[src/rtl/seg7_pkg.sv]
// Shared segment patterns (active-high, bit6=a .. bit0=g), index width and polarity helper
// for the multiplexed 7-segment scan driver.
package seg7_pkg;

  localparam logic [6:0] SEG_0     = 7'h7E;
  localparam logic [6:0] SEG_1     = 7'h30;
  localparam logic [6:0] SEG_2     = 7'h6D;
  localparam logic [6:0] SEG_3     = 7'h79;
  localparam logic [6:0] SEG_4     = 7'h33;
  localparam logic [6:0] SEG_5     = 7'h5B;
  localparam logic [6:0] SEG_6     = 7'h5F;
  localparam logic [6:0] SEG_7     = 7'h70;
  localparam logic [6:0] SEG_8     = 7'h7F;
  localparam logic [6:0] SEG_9     = 7'h7B;
  localparam logic [6:0] SEG_DASH  = 7'h01;
  localparam logic [6:0] SEG_BLANK = 7'h00;

  localparam int DIGITS_DEFAULT = 4;
  localparam int IDX_W          = $clog2(DIGITS_DEFAULT);

  function automatic logic [6:0] seg7_polarity(input logic [6:0] pat, input bit active_low);
    return active_low ? ~pat : pat;
  endfunction

endpackage

[src/rtl/bcd_to_seg7.sv]
// Combinational BCD nibble to active-high a..g pattern; 10..15 show a dash.
module bcd_to_seg7
  import seg7_pkg::*;
(
  input  logic [3:0] bcd,
  output logic [6:0] seg
);

  always_comb begin
    seg = SEG_DASH;
    case (bcd)
      4'd0: seg = SEG_0;
      4'd1: seg = SEG_1;
      4'd2: seg = SEG_2;
      4'd3: seg = SEG_3;
      4'd4: seg = SEG_4;
      4'd5: seg = SEG_5;
      4'd6: seg = SEG_6;
      4'd7: seg = SEG_7;
      4'd8: seg = SEG_8;
      4'd9: seg = SEG_9;
      default: seg = SEG_DASH;
    endcase
  end

endmodule

[src/rtl/seg7_scan_driver.sv]
// Time-multiplexed 7-segment driver: shadowed BCD digits, prescaled one-hot scan, blank guard.
// Optional leading-zero blanking when SEG7_LZB_EN is defined.
module seg7_scan_driver
  import seg7_pkg::*;
#(
  parameter int DIGITS     = 4,
  parameter int PRESCALE   = 50000,
  parameter int GUARD      = 1,
  parameter bit ACTIVE_LOW = 1'b1
) (
  input  logic                        clk,
  input  logic                        rst,
  input  logic [4*DIGITS-1:0]         bcd_in,
  input  logic [DIGITS-1:0]           dp_in,
  input  logic                        load,
  output logic [6:0]                  seg_out,
  output logic                        dp_out,
  output logic [DIGITS-1:0]           digit_en,
  output logic [$clog2(DIGITS)-1:0]   scan_idx
);

  localparam int IW    = $clog2(DIGITS);
  localparam int CNT_W = $clog2(PRESCALE);
  localparam logic [DIGITS-1:0] EN_OFF = {DIGITS{ACTIVE_LOW}};

  logic [CNT_W-1:0]    cnt, cnt_nxt;
  logic [IW-1:0]       idx_nxt;
  logic [4*DIGITS-1:0] shadow_bcd, bcd_nxt;
  logic [DIGITS-1:0]   shadow_dp, dp_nxt;
  logic [DIGITS-1:0]   en_nxt;
  logic [3:0]          nib;
  logic                nib_dp;
  logic [6:0]          pat;
  logic                blank;
  logic                seg_upd;

  // Outputs are computed from next-state so pins move on the same edge as cnt/scan_idx.
  always_comb begin
    bcd_nxt = load ? bcd_in : shadow_bcd;
    dp_nxt  = load ? dp_in  : shadow_dp;
    if (cnt == CNT_W'(PRESCALE - 1)) begin
      cnt_nxt = '0;
      idx_nxt = (scan_idx == IW'(DIGITS - 1)) ? '0 : scan_idx + 1'b1;
    end else begin
      cnt_nxt = cnt + 1'b1;
      idx_nxt = scan_idx;
    end
    nib    = bcd_nxt[{idx_nxt, 2'b00} +: 4];
    nib_dp = dp_nxt[idx_nxt];
    en_nxt = '0;
    if (int'(cnt_nxt) >= GUARD) en_nxt[idx_nxt] = 1'b1;
    // Segments only refresh while the digit is dark, so a mid-slot load waits for the next slot.
    seg_upd = (int'(cnt_nxt) <= GUARD) || (digit_en == EN_OFF);
  end

`ifdef SEG7_LZB_EN
  logic [DIGITS-1:0] blank_vec;
  logic              zero_run;

  always_comb begin
    blank_vec = '0;
    zero_run  = 1'b1;
    for (int k = DIGITS - 1; k > 0; k--) begin
      zero_run     = zero_run && (bcd_nxt[4*k +: 4] == 4'd0);
      blank_vec[k] = zero_run;
    end
    blank = blank_vec[idx_nxt];
  end
`else
  assign blank = 1'b0;
`endif

  bcd_to_seg7 u_dec (
    .bcd (nib),
    .seg (pat)
  );

  always_ff @(posedge clk) begin
    if (rst) begin
      cnt        <= '0;
      scan_idx   <= '0;
      shadow_bcd <= '0;
      shadow_dp  <= '0;
      seg_out    <= seg7_polarity(SEG_BLANK, ACTIVE_LOW);
      dp_out     <= ACTIVE_LOW;
      digit_en   <= EN_OFF;
    end else begin
      cnt        <= cnt_nxt;
      scan_idx   <= idx_nxt;
      shadow_bcd <= bcd_nxt;
      shadow_dp  <= dp_nxt;
      digit_en   <= en_nxt ^ EN_OFF;
      if (seg_upd) begin
        seg_out <= seg7_polarity(blank ? SEG_BLANK : pat, ACTIVE_LOW);
        dp_out  <= (nib_dp & ~blank) ^ ACTIVE_LOW;
      end
    end
  end

endmodule

[config.mk]
export PLATFORM = sky130hd
export DESIGN_NAME = seg7_scan_driver
export DESIGN_NICKNAME = d
export VERILOG_FILES = /design/src/rtl/seg7_pkg.sv /design/src/rtl/bcd_to_seg7.sv /design/src/rtl/seg7_scan_driver.sv
export SDC_FILE = /design/constraint.sdc
export NUM_CORES = 1
export LEC_CHECK = 0
export BUFFER_PORTS_ARGS = -buffer_cell sky130_fd_sc_hd__buf_2
export CORE_UTILIZATION = 40
export DETAILED_ROUTE_END_ITERATION = 12
export PLACE_DENSITY = 0.69
export SYNTH_ARGS = -nofsm -noshare
export SYNTH_HDL_FRONTEND = slang
export SYNTH_SLANG_ARGS = --single-unit
[constraint.sdc]
create_clock -name clk -period 6.39 [get_ports clk]
set_input_delay 1.278 -clock clk [delete_from_list [all_inputs] [get_ports clk]]
set_output_delay 1.278 -clock clk [all_outputs]
set_load 0.02 [all_outputs]
==> metrics.log, run 1 <==
[metrics] switching share of power: 27.4%
[metrics] Max Transition Viols Final: 0
[metrics] Syn-to-layout area delta: 10.4%
[metrics] number of max-cap violations: 0
[metrics] portion of netlist area occupied by mux cells: between 10% and 20%
[metrics] fraction of the yosys area taken by sequential cells: 34.1%
[metrics] worst reg2reg path startpoint: cnt[0]
[metrics] depth of the CTS H-tree: 2
[metrics] placeable core region: 0.00694 sq mm
[metrics] most common cell in the netlist: sky130_fd_sc_hd__dfxtp_1
[metrics] main combinational cell family by area after synthesis: simple AND/OR/NAND/NOR gates
[metrics] total area of multi-input combinational cells: roughly 0.0018 sq mm
[metrics] Gates resized, CTS repair: 0
[metrics] Die Area: 0.00769 sq mm
[metrics] unique cell type count in the Yosys netlist: 65
[metrics] DR pass1 iterations: 4
[metrics] fraction of synthesized cell area taken by the top area cell type: 34.1%
[metrics] ratio of cells with drive above 1 in the final layout: 19.8%
[metrics] transition at the pin with the smallest max-transition slack: 0.729 ns
[metrics] total setup buffers inserted after CTS: 0
[metrics] worst rel slew slack: 51.4%
[metrics] number of top-level design ports: 37
[metrics] clock transition at the register clock pins on the worst setup and hold paths after CTS: ~0.1 ns
[metrics] area share of fa/ha/maj cells after synthesis: 3.41%
[metrics] simple-gate share of the synthesized area: between 20% and 30%
[metrics] fraction of synthesis flops using an asynchronous set or reset pin: 0%
[metrics] crit path launch: load
[metrics] area of the mapped netlist: roughly 0.003 sq mm
[metrics] count of hold buffers inserted by post-cts repair: 0
[metrics] number of DRC violations after detailed-routing iteration 0: approximately 160
[metrics] Total Wirelength: 6230 microns
[metrics] average wire per standard cell: 14.2 microns
[metrics] Starting Density: 42.3%
[metrics] endpoints failing hold: 0
[metrics] shortest period the worst path allows: about 3.6 ns
[metrics] biggest area contributors in the synthesized netlist: sky130_fd_sc_hd__dfxtp_1, sky130_fd_sc_hd__mux2i_1, sky130_fd_sc_hd__nor2_1, sky130_fd_sc_hd__ha_1, sky130_fd_sc_hd__mux4_2
[metrics] largest area contributor in the synthesized netlist: sky130_fd_sc_hd__dfxtp_1
[metrics] number of warnings reported in the yosys synthesis log: 0
[metrics] TritonCTS clock tree: yes
[metrics] wire length of the first global-routing pass: roughly 10000 microns
[metrics] xor/xnor cell area share of the yosys netlist: about 4.2%
[metrics] total internal power: 492 uW
[metrics] achievable frequency: 278 MHz
[metrics] Net Sw Power: between 150 and 200 uW
[metrics] DP Wirelength: about 4600 microns
[metrics] total clock sinks: 50
[metrics] gpl congestion: 0.823
[metrics] die extent in x: 87.7 microns
[metrics] compound-cell area share of the yosys netlist: 13.5%
[metrics] path class of the lowest-slack min-delay path: flip-flop to flip-flop
[metrics] part of the power in combinational logic: 15.9%
[metrics] post-route worst hold slack: 0.453 ns
[metrics] RSZ-0062 raised after global routing: false
[metrics] data arrival time of the worst path: 3.77 ns
[metrics] placement row count: 30
[metrics] status: finished, final reports clean
[metrics] root buf cell: sky130_fd_sc_hd__clkbuf_8
[metrics] die height: 87.7 microns
[metrics] worst clock skew: 0.00774 ns
[metrics] critical path peak fanout: 26
[metrics] launching element type of the critical path: input port
[metrics] filler cell count in the final layout: 666
[metrics] via-per-instance ratio: 5.39
[metrics] critical path type: input port to flip-flop
[metrics] sequential cell area: 0.00100 sq mm
[metrics] maximum buffer depth of the clock tree: 2
[metrics] power density normalized to cell area: 209 mW/mm^2
[metrics] nets in the synthesized netlist: 349
[metrics] sort of element at the end of the critical path: flip-flop
[metrics] number of register bits inferred by synthesis: 50
[metrics] clock buffer count from CTS: 5
[metrics] list of most frequent post-synthesis cells: sky130_fd_sc_hd__dfxtp_1, sky130_fd_sc_hd__nor2_1, sky130_fd_sc_hd__mux2i_1
[metrics] Static Leak: 0.00138 uW
[metrics] Post-synth top flop: sky130_fd_sc_hd__dfxtp_1
[metrics] via count of the first global-routing pass: around 2200
[metrics] insertion delay to the later sink of the worst-skew pair: 0.31 ns
[metrics] total negative slack for setup checks: 0 ns
[metrics] Post-synth EDFFs: 0
[metrics] DRC violation count after routing: 0
[metrics] Post-layout nets: 373
[metrics] start point of the worst min-delay path: seg_out[5]
[metrics] WP data required: 6.57 ns
[metrics] overall overflow remaining after global route: 0
[metrics] Final setup violation count: 0
[metrics] final clock period utilization by the worst path: 56.3%
[metrics] post-synthesis area per instance: ~9.2 sq um
[metrics] largest net degree at the start of global routing: 31
[metrics] clock share of power: 34.2%
[metrics] number of antenna violations at the first check in global routing: 0
[metrics] count of buffers from port buffering: 36
[metrics] number of antenna repair diodes: 0
[metrics] GRT Util Overall: 17.2%
[metrics] peak ir drop on the vdd network: 0.000140 V
[metrics] part of the total power dissipated in sequential elements: approximately 50%
[metrics] post-route antenna net violation count: 0
[metrics] cell count after synthesis: 318
[metrics] vias after detailed routing: roughly 2400
## cells by family (layout without fill, tap and decap cells)
| kind of cell | Yosys count | in the layout |
|---|---|---|
| buffers and inverters | 36 | 61 |
| adder cells (fa/ha/maj) | 8 | 8 |
| XOR/XNOR | 14 | 14 |
| AND/OR/NAND/NOR | 119 | 119 |
| flip-flops | 50 | 50 |
| AO/OA/AOI/OAI | 50 | 50 |
| multiplexers | 41 | 41 |
## sequential cells by signal, summed over array words and instances (netlist names)
register,count
shadow_bcd,16
digit_en,4
shadow_dp,4
scan_idx,2
dp_out,1
seg_out,7
cnt,16
## cell type report
type                    count  share of cell area, %
multi-input cells         232                   54.3
repair buffers             37                   5.78
clock buffers               5                   2.12
well taps                  96                   3.70
clock inverters             3                   1.39
flip-flops and latches     50                   30.9
inverters                  16                   1.85
## routing by layer
metal  vias up  track usage, %  part of all wire (%)  wire length, microns
li1       1189               -                     -                     -
met1      1128            24.6                    50                  3130
met2        41            26.1                    44                  2770
met3         8            3.30                   3.9                   246
met4         0            5.66                   1.5                    95
met5         -               0                     0                     0
## final timing paths
kind,end,slack [ns],cells past startpoint
worst max-delay path,seg_out[1],2.79,10
worst min-delay path,seg_out[5],0.45,2
worst max register to register,seg_out[6],3.04,12
worst min register to register,seg_out[5],0.45,2
## placed cells by master, fill, tap and decap left out, types with 5 or more instances in the layout
master                     instances
sky130_fd_sc_hd__mux2i_1          31
sky130_fd_sc_hd__clkbuf_8          5
sky130_fd_sc_hd__a31oi_1           5
sky130_fd_sc_hd__buf_2            36
sky130_fd_sc_hd__dfxtp_1          50
sky130_fd_sc_hd__nand2_1          16
sky130_fd_sc_hd__nor2_1           47
sky130_fd_sc_hd__a21oi_1          11
sky130_fd_sc_hd__xnor2_1           9
sky130_fd_sc_hd__a32oi_1           5
sky130_fd_sc_hd__xor2_1            5
sky130_fd_sc_hd__inv_1            16
sky130_fd_sc_hd__ha_1              8
sky130_fd_sc_hd__nand3_1          13
sky130_fd_sc_hd__and3_1            6
## power by group through the flow
stage | Clock, uW | Sequential (uW) | Combinational (uW)
detailed placement | 0 | 345 | 108
CTS | 237 | 338 | 108
global placement | 0 | 345 | 106
finish | 232 | 338 | 108
global route | 248 | 340 | 120
floorplan | 0 | 352 | 72.2
## per-stage QoR
stage          util, %  instance area (sq um)  instances  setup slack (ns)  total power, uW
2_1_floorplan        -                   2940        318              2.80              424
3_3_place_gp      45.1                   3130        431              2.51              451
3_5_place_dp      45.1                   3130        431              2.45              453
4_1_cts           46.7                   3240        439              2.78              684
5_1_grt           46.7                   3240        439              2.53              708
6_report          46.7                   3240        439              2.79              678
## worst max-delay path, stage by stage
cell and delay (ns):
sky130_fd_sc_hd__buf_2 0.56, sky130_fd_sc_hd__mux2i_1 0.41, sky130_fd_sc_hd__a21oi_1 0.08, sky130_fd_sc_hd__mux2_1 0.31
sky130_fd_sc_hd__o31ai_2 0.40, sky130_fd_sc_hd__inv_1 0.12, sky130_fd_sc_hd__ha_1 0.19, sky130_fd_sc_hd__or2_1 0.23
sky130_fd_sc_hd__nand3_1 0.08, sky130_fd_sc_hd__a32oi_1 0.10
Power figures use the tool's default switching activity.
==> run 2: changes to the inputs <==
Clock period 6.39 ns to 3.6 ns, I/O delays scaled along.
==> run 2 against run 1 <==
Sequential power is 78% higher. Sequential share of layout area is 0.095 points lower. Register-to-register slack worse by 2.7 ns. Largest cell class unchanged. Clock power grew 46%. Count of clock-buffer cells in the layout stayed put. Sequential cell count did not move. Die area unchanged. Critical path type is now flip-flop to flip-flop. Critical path depth grew 2. Worst hold slack gained 0.0044 ns. Core utilization up 0.14 points.
==> metrics.log, run 2 (synthesized netlist as in run 1, its figures left out) <==
[metrics] Gates resized, CTS repair: 0 (unchanged)
[metrics] maximum buffer depth of the clock tree: 2 (unchanged)
[metrics] DP Wirelength: 4550 microns (about the same)
[metrics] cells along the critical path: ha_1 > and3_4 > and4_4 > nand3_1 > o21ai_2 > mux4_2 > mux2i_1 > inv_1 > ha_1 > mux2_4 > nand2_1 > a32oi_1
[metrics] filler cell count in the final layout: 682 (+2.4%)
[metrics] count of buffers from port buffering: 36 (unchanged)
[metrics] Final setup violation count: 0 (unchanged)
[metrics] Post-layout nets: 377 (+1.1%)
[metrics] wire length of the first global-routing pass: 10200 microns (-2.2%)
[metrics] RSZ-0062 raised after global routing: false
[metrics] hold-critical path endpoint: seg_out[6]
[metrics] count of buffering cells on the critical path with inverters included: 1 (-1)
[metrics] number of antenna repair diodes: 0 (unchanged)
[metrics] Static Leak: 0.00140 uW (+0.90%)
[metrics] commonest non-fill, non-tap cell in the layout: sky130_fd_sc_hd__dfxtp_1
[metrics] post-route antenna net violation count: 0 (unchanged)
[metrics] most used cells in the layout excluding fill and tap cells: sky130_fd_sc_hd__dfxtp_1, sky130_fd_sc_hd__nor2_1, sky130_fd_sc_hd__buf_2
[metrics] Max Transition Viols Final: 0 (unchanged)
[metrics] vias after detailed routing: 2315 (-2.2%)
[metrics] Starting Density: 42.3% (unchanged)
[metrics] total internal power: 810 uW (+65%)
[metrics] number of antenna violations at the first check in global routing: 0 (unchanged)
[metrics] reg2reg setup slack: 0.33 ns (-2.71 ns)
[metrics] number of max-cap violations: 0 (unchanged)
[metrics] die extent in x: 87.7 microns (unchanged)
[metrics] part of the total power dissipated in sequential elements: 53.0% (+3.1 points)
[metrics] gpl congestion: 0.851 (+3.4%)
[metrics] via-per-instance ratio: 5.23 (-3.0%)
[metrics] clock transition at the register clock pins on the worst setup and hold paths after CTS: 0.10 ns (about the same)
[metrics] GRT Util Overall: 16.7% (-0.50 points)
[metrics] post-place instance area: 0.00316 sq mm (+0.96%)
[metrics] endpoints failing hold: 0 (unchanged)
[metrics] insertion delay to the later sink of the worst-skew pair: 0.31 ns (about the same)
[metrics] critical path peak fanout: 11 (-58%)
[metrics] Top delay family on crit path: multiplexers
[metrics] total setup buffers inserted after CTS: 0 (unchanged)
[metrics] die height: 87.7 microns (unchanged)
[metrics] largest net degree at the start of global routing: 31 (unchanged)
[metrics] data arrival time of the worst path: 3.45 ns (-0.32 ns)
[metrics] DR pass1 iterations: 4 (unchanged)
[metrics] total negative slack for setup checks: 0 ns (unchanged)
[metrics] placeable core region: 0.00694 sq mm (unchanged)
[metrics] leading registers by flop count: cnt: 16 flops, shadow_bcd: 16 flops, seg_out: 7 flops
[metrics] Worst Reg-to-Reg Cells: 12 (unchanged)
[metrics] total power: 1130 uW (+67%)
[metrics] peak per-stage delay on the critical path: 0.43 ns (-0.13 ns)
[metrics] Syn-to-layout area delta: 10.7%
[metrics] depth of the CTS H-tree: 2 (unchanged)
[metrics] average wire per standard cell: 14.0 microns (-1.4%)
[metrics] final design instance area without fill: 0.00325 sq mm (+0.31%)
[metrics] clock share of power: 29.8% (-4.4 points)
[metrics] cell occurring most often along the worst timing path: sky130_fd_sc_hd__ha_1
[metrics] endpoint of the lowest-slack register-to-register path: seg_out[6]
[metrics] achievable frequency: ~310 MHz
[metrics] power density normalized to cell area: 349 mW/mm^2 (+67%)
[metrics] Net Sw Power: 325 uW (+75%)
[metrics] worst clock skew: 0.00793 ns (+0.000194 ns)
[metrics] WP data required: 3.78 ns (-2.79 ns)
[metrics] number of DRC violations after detailed-routing iteration 0: 175 (+8.7%)
[metrics] end-of-flow core utilization: 46.9% (+0.14 points)
[metrics] ratio of cells with drive above 1 in the final layout: 20.7% (+0.92 points)
[metrics] count of hold buffers inserted by post-cts repair: 0 (unchanged)
[metrics] placement row count: 30 (unchanged)
[metrics] total clock sinks: 50 (unchanged)
[metrics] status: finished, final reports clean
[metrics] overall overflow remaining after global route: 0 (unchanged)
[metrics] cell type of the slowest stage on the worst timing path: sky130_fd_sc_hd__dfxtp_1
[metrics] peak ir drop on the vdd network: 0.000201 V (+44%)
[metrics] worst hold path stage count: 2 (unchanged)
[metrics] sort of element at the end of the critical path: flip-flop
[metrics] start point of the worst min-delay path: seg_out[6]
[metrics] transition at the pin with the smallest max-transition slack: 0.603 ns (-0.125 ns)
[metrics] worst reg2reg path startpoint: cnt[0]
[metrics] part of the power in combinational logic: 17.2% (+1.3 points)
[metrics] number of top-level design ports: 37 (unchanged)
[metrics] root buf cell: sky130_fd_sc_hd__clkbuf_8
[metrics] clock buffer count from CTS: 5 (unchanged)
[metrics] via count of the first global-routing pass: 2093 (-6.4%)
[metrics] switching share of power: 28.6% (+1.2 points)
[metrics] Die Area: 0.00769 sq mm (unchanged)
[metrics] launching element type of the critical path: flip-flop
[metrics] shortest period the worst path allows: 3.27 ns
[metrics] TritonCTS clock tree: yes
[metrics] DRC violation count after routing: 0 (unchanged)
[metrics] critical path type: flip-flop to flip-flop
[metrics] Total Wirelength: 6200 microns (-0.48%)
[metrics] worst rel slew slack: 59.2% (+7.8 points)
[metrics] final clock period utilization by the worst path: 90.9%
[metrics] path class of the lowest-slack min-delay path: flip-flop to flip-flop
run 2: cell types whose count changed in the layout (fill, tap and decap cells not counted), sizes merged:
cell,change
inv,+1
clkinv,+1
bufinv,-1
clkinvlp,-1
buf,+4
run 2: cell type report:
cell class / instances / area, sq um / share of cell area [%]
multi-input cells: 232 / 1760 / 54.1
flip-flops and latches: 50 / 1000 / 30.8
repair buffers: 41 / 218 / 6.69
well taps: 96 / 120 / 3.69
clock buffers: 5 / 68.8 / 2.11
inverters: 16 / 60.1 / 1.85
clock inverters: 3 / 25.0 / 0.769
run 2: per-layer routing:
layer  vias up  GRT usage [%]  part of all wire (%)
li1       1192              -                     -
met2        42           25.4                    43
met4         0           4.47                  0.93
met1      1076           24.5                    53
met5         -              0                     0
met3         5           2.64                   3.1
run 2: worst max path at each step:
stage,cells past startpoint,end,start
finish,12,seg_out[6],cnt[0]
global placement,12,seg_out[6],cnt[0]
CTS,12,seg_out[6],cnt[0]
global route,12,seg_out[1],cnt[0]
detailed placement,12,seg_out[6],cnt[0]
floorplan,14,seg_out[1],cnt[0]
run 2: worst reg2reg max path: stages, from the launching register on:
cell and delay [ns]:
sky130_fd_sc_hd__dfxtp_1 0.43, sky130_fd_sc_hd__ha_1 0.37, sky130_fd_sc_hd__and3_4 0.31, sky130_fd_sc_hd__and4_4 0.32, sky130_fd_sc_hd__nand3_1 0.12, sky130_fd_sc_hd__o21ai_2 0.17
sky130_fd_sc_hd__mux4_2 0.36, sky130_fd_sc_hd__mux2i_1 0.31, sky130_fd_sc_hd__inv_1 0.12, sky130_fd_sc_hd__ha_1 0.23, sky130_fd_sc_hd__mux2_4 0.26, sky130_fd_sc_hd__nand2_1 0.07
sky130_fd_sc_hd__a32oi_1 0.09
run 2: per-stage QoR:
step	worst slack [ns]	instances	hold WS (ns)
finish	0.328	443	0.457
global route	0.0380	443	0.480
CTS	0.328	443	0.465
floorplan	0.553	318	0.455
global placement	0.469	435	0.434
detailed placement	0.340	435	0.442
run 2: power groups by stage:
stage | Combinational [uW] | Clock, uW | Sequential, uW
after floorplan | 128 | 0 | 625
after global placement | 193 | 0 | 613
after detailed placement | 196 | 0 | 613
after CTS | 197 | 352 | 601
after global routing | 215 | 376 | 605
final | 196 | 338 | 601
==> run 3: changes to the inputs <==
Settings changed: REMOVE_ABC_BUFFERS set to 1.
==> run 3 against run 2 <==
Core utilization up 0.23 points. Setup slack better by 0.059 ns. Maximum frequency up 1.8%. Sequential power about the same. Final area up 0.50%.
==> metrics.log, run 3 (synthesized netlist as in run 1, its figures left out) <==
[metrics] Total Wirelength: 6260 microns (+0.95%)
[metrics] peak ir drop on the vdd network: 0.000196 V (-2.5%)
[metrics] cells along the critical path: ha_1 > and3_4 > and4_4 > nand3_1 > o21ai_2 > mux4_2 > mux2i_1 > inv_1 > ha_1 > mux2_4 > nand2_1 > a32oi_1
[metrics] post-route antenna net violation count: 0 (unchanged)
[metrics] count of buffering cells on the critical path with inverters included: 1 (unchanged)
[metrics] placeable core region: 0.00694 sq mm (unchanged)
[metrics] DR pass1 iterations: 4 (unchanged)
[metrics] launching element type of the critical path: flip-flop
[metrics] total area of multi-input combinational cells: 0.00176 sq mm (unchanged)
[metrics] Gates resized, CTS repair: 0 (unchanged)
[metrics] number of max-cap violations: 0 (unchanged)
[metrics] count of buffers from port buffering: 36 (unchanged)
[metrics] commonest non-fill, non-tap cell in the layout: sky130_fd_sc_hd__dfxtp_1
[metrics] number of DRC violations after detailed-routing iteration 0: 145 (-17%)
[metrics] Die Area: 0.00769 sq mm (unchanged)
[metrics] WP data required: 3.77 ns (about the same)
[metrics] ratio of cells with drive above 1 in the final layout: 20.5% (-0.29 points)
[metrics] GRT Util Overall: 17.7% (+0.96 points)
[metrics] Starting Density: 42.3% (unchanged)
[metrics] final design instance area without fill: 0.00327 sq mm (+0.50%)
[metrics] achievable frequency: 311 MHz (+1.8%)
[metrics] die height: 87.7 microns (unchanged)
[metrics] insertion delay to the later sink of the worst-skew pair: 0.31 ns (about the same)
[metrics] Static Leak: 0.00140 uW (+0.48%)
[metrics] shortest period the worst path allows: 3.21 ns (-0.0587 ns)
[metrics] average wire per standard cell: 14.1 microns (+0.95%)
[metrics] depth of the CTS H-tree: 2 (unchanged)
[metrics] clock transition at the register clock pins on the worst setup and hold paths after CTS: 0.09 ns (about the same)
[metrics] power density normalized to cell area: 365 mW/mm^2 (+4.7%)
[metrics] dpl ws: 0.381 ns (+0.0410 ns)
[metrics] filler cell count in the final layout: 658 (-3.5%)
[metrics] sequential cell area: 0.00100 sq mm (unchanged)
[metrics] Top delay family on crit path: multiplexers
[metrics] via-per-instance ratio: 5.37 (+2.8%)
[metrics] largest net degree at the start of global routing: 31 (unchanged)
[metrics] path class of the lowest-slack min-delay path: flip-flop to flip-flop
[metrics] maximum buffer depth of the clock tree: 2 (unchanged)
[metrics] final clock period utilization by the worst path: 89.3% (-1.6 points)
[metrics] count of hold buffers inserted by post-cts repair: 0 (unchanged)
[metrics] Final setup violation count: 0 (unchanged)
[metrics] total clock sinks: 50 (unchanged)
[metrics] number of antenna violations at the first check in global routing: 0 (unchanged)
[metrics] vias after detailed routing: 2379 (+2.8%)
[metrics] worst rel slew slack: 61.0% (+1.8 points)
[metrics] gpl congestion: 0.833 (-2.1%)
[metrics] transition at the pin with the smallest max-transition slack: 0.577 ns (-0.0267 ns)
[metrics] DP Wirelength: 4620 microns (+1.6%)
[metrics] sort of element at the end of the critical path: flip-flop
[metrics] TritonCTS clock tree: yes
[metrics] critical path peak fanout: 11 (unchanged)
[metrics] post-place instance area: 0.00316 sq mm (unchanged)
[metrics] leading registers by flop count: cnt: 16 flops, shadow_bcd: 16 flops, seg_out: 7 flops
[metrics] total negative slack for setup checks: 0 ns (unchanged)
[metrics] critical path type: flip-flop to flip-flop
[metrics] die extent in x: 87.7 microns (unchanged)
[metrics] number of top-level design ports: 37 (unchanged)
[metrics] peak per-stage delay on the critical path: 0.43 ns (about the same)
[metrics] cell type of the slowest stage on the worst timing path: sky130_fd_sc_hd__dfxtp_1
[metrics] Syn-to-layout area delta: 11.3%
[metrics] number of antenna repair diodes: 0 (unchanged)
[metrics] clock buffer count from CTS: 5 (unchanged)
[metrics] RSZ-0062 raised after global routing: false
[metrics] data arrival time of the worst path: 3.38 ns (-0.07 ns)
[metrics] endpoints failing hold: 0 (unchanged)
[metrics] via count of the first global-routing pass: 2293 (+9.6%)
[metrics] DRC violation count after routing: 0 (unchanged)
[metrics] placement row count: 30 (unchanged)
[metrics] status: finished, final reports clean
[metrics] overall overflow remaining after global route: 0 (unchanged)
[metrics] cell occurring most often along the worst timing path: sky130_fd_sc_hd__ha_1
[metrics] Post-layout nets: 377 (unchanged)
[metrics] total setup buffers inserted after CTS: 0 (unchanged)
[metrics] worst-case setup margin in the final layout: 0.387 ns (+0.0587 ns)
[metrics] most used cells in the layout excluding fill and tap cells: sky130_fd_sc_hd__dfxtp_1, sky130_fd_sc_hd__nor2_1, sky130_fd_sc_hd__buf_2
[metrics] root buf cell: sky130_fd_sc_hd__clkbuf_8
[metrics] Max Transition Viols Final: 0 (unchanged)
[metrics] worst clock skew: 0.00740 ns (-0.000526 ns)
[metrics] wire length of the first global-routing pass: 10700 microns (+4.9%)
-- run 3: cell count changes in the layout (fill, tap and decap cells not counted), sizes merged --
cell and delta:
clkbuf +1, bufinv +1, inv -1, clkinv -1
-- run 3: worst reg2reg max path: cells and delay by family (launching register included) --
kind / cells / cell delay (ns)
AOI/OAI and AO/OA: 2 / 0.24
adders and majority gates: 2 / 0.58
buffers and inverters: 1 / 0.12
DFF: 1 / 0.43
muxes: 3 / 0.91
and+or+nand+nor: 4 / 0.80
-- run 3: metal layers --
metal  routed length (microns)  vias to the layer above  global-route usage, %
li1                          -                     1195                      -
met1                      3110                     1115                   24.0
met2                      2800                       64                   28.6
met3                       282                        5                   2.73
met4                        71                        0                   5.96
met5                         0                        -                      0
-- run 3: final cells by class --
type | instances | area share (%)
inverters | 16 | 1.84
well taps | 96 | 3.67
repair buffers | 41 | 6.66
clock inverters | 2 | 1.15
flip-flops and latches | 50 | 30.6
clock buffers | 6 | 2.22
multi-input cells | 232 | 53.9
-- run 3: per-stage QoR --
step / std cells / util (%) / power (uW) / hold slack [ns]
after floorplan: 298 / - / 740 / 0.455
after global placement: 435 / 45.5 / 804 / 0.433
after detailed placement: 435 / 45.5 / 809 / 0.439
after CTS: 443 / 47.1 / 1210 / 0.453
after global routing: 443 / 47.1 / 1250 / 0.467
final: 443 / 47.1 / 1190 / 0.448
-- run 3: power by group --
group          leakage [uW]  switching [uW]  internal [uW]
combinational      0.000940             111           86.4
sequential         0.000410            16.3            583
clock             0.0000514             190            208
-- run 3: worst paths after layout --
check	startpoint	to	depth (start not counted)	slack (ns)
min	seg_out[4]	seg_out[4]	2	0.45
max reg2reg	cnt[0]	seg_out[6]	12	0.39
max	cnt[0]	seg_out[6]	12	0.39
min reg2reg	seg_out[4]	seg_out[4]	2	0.45
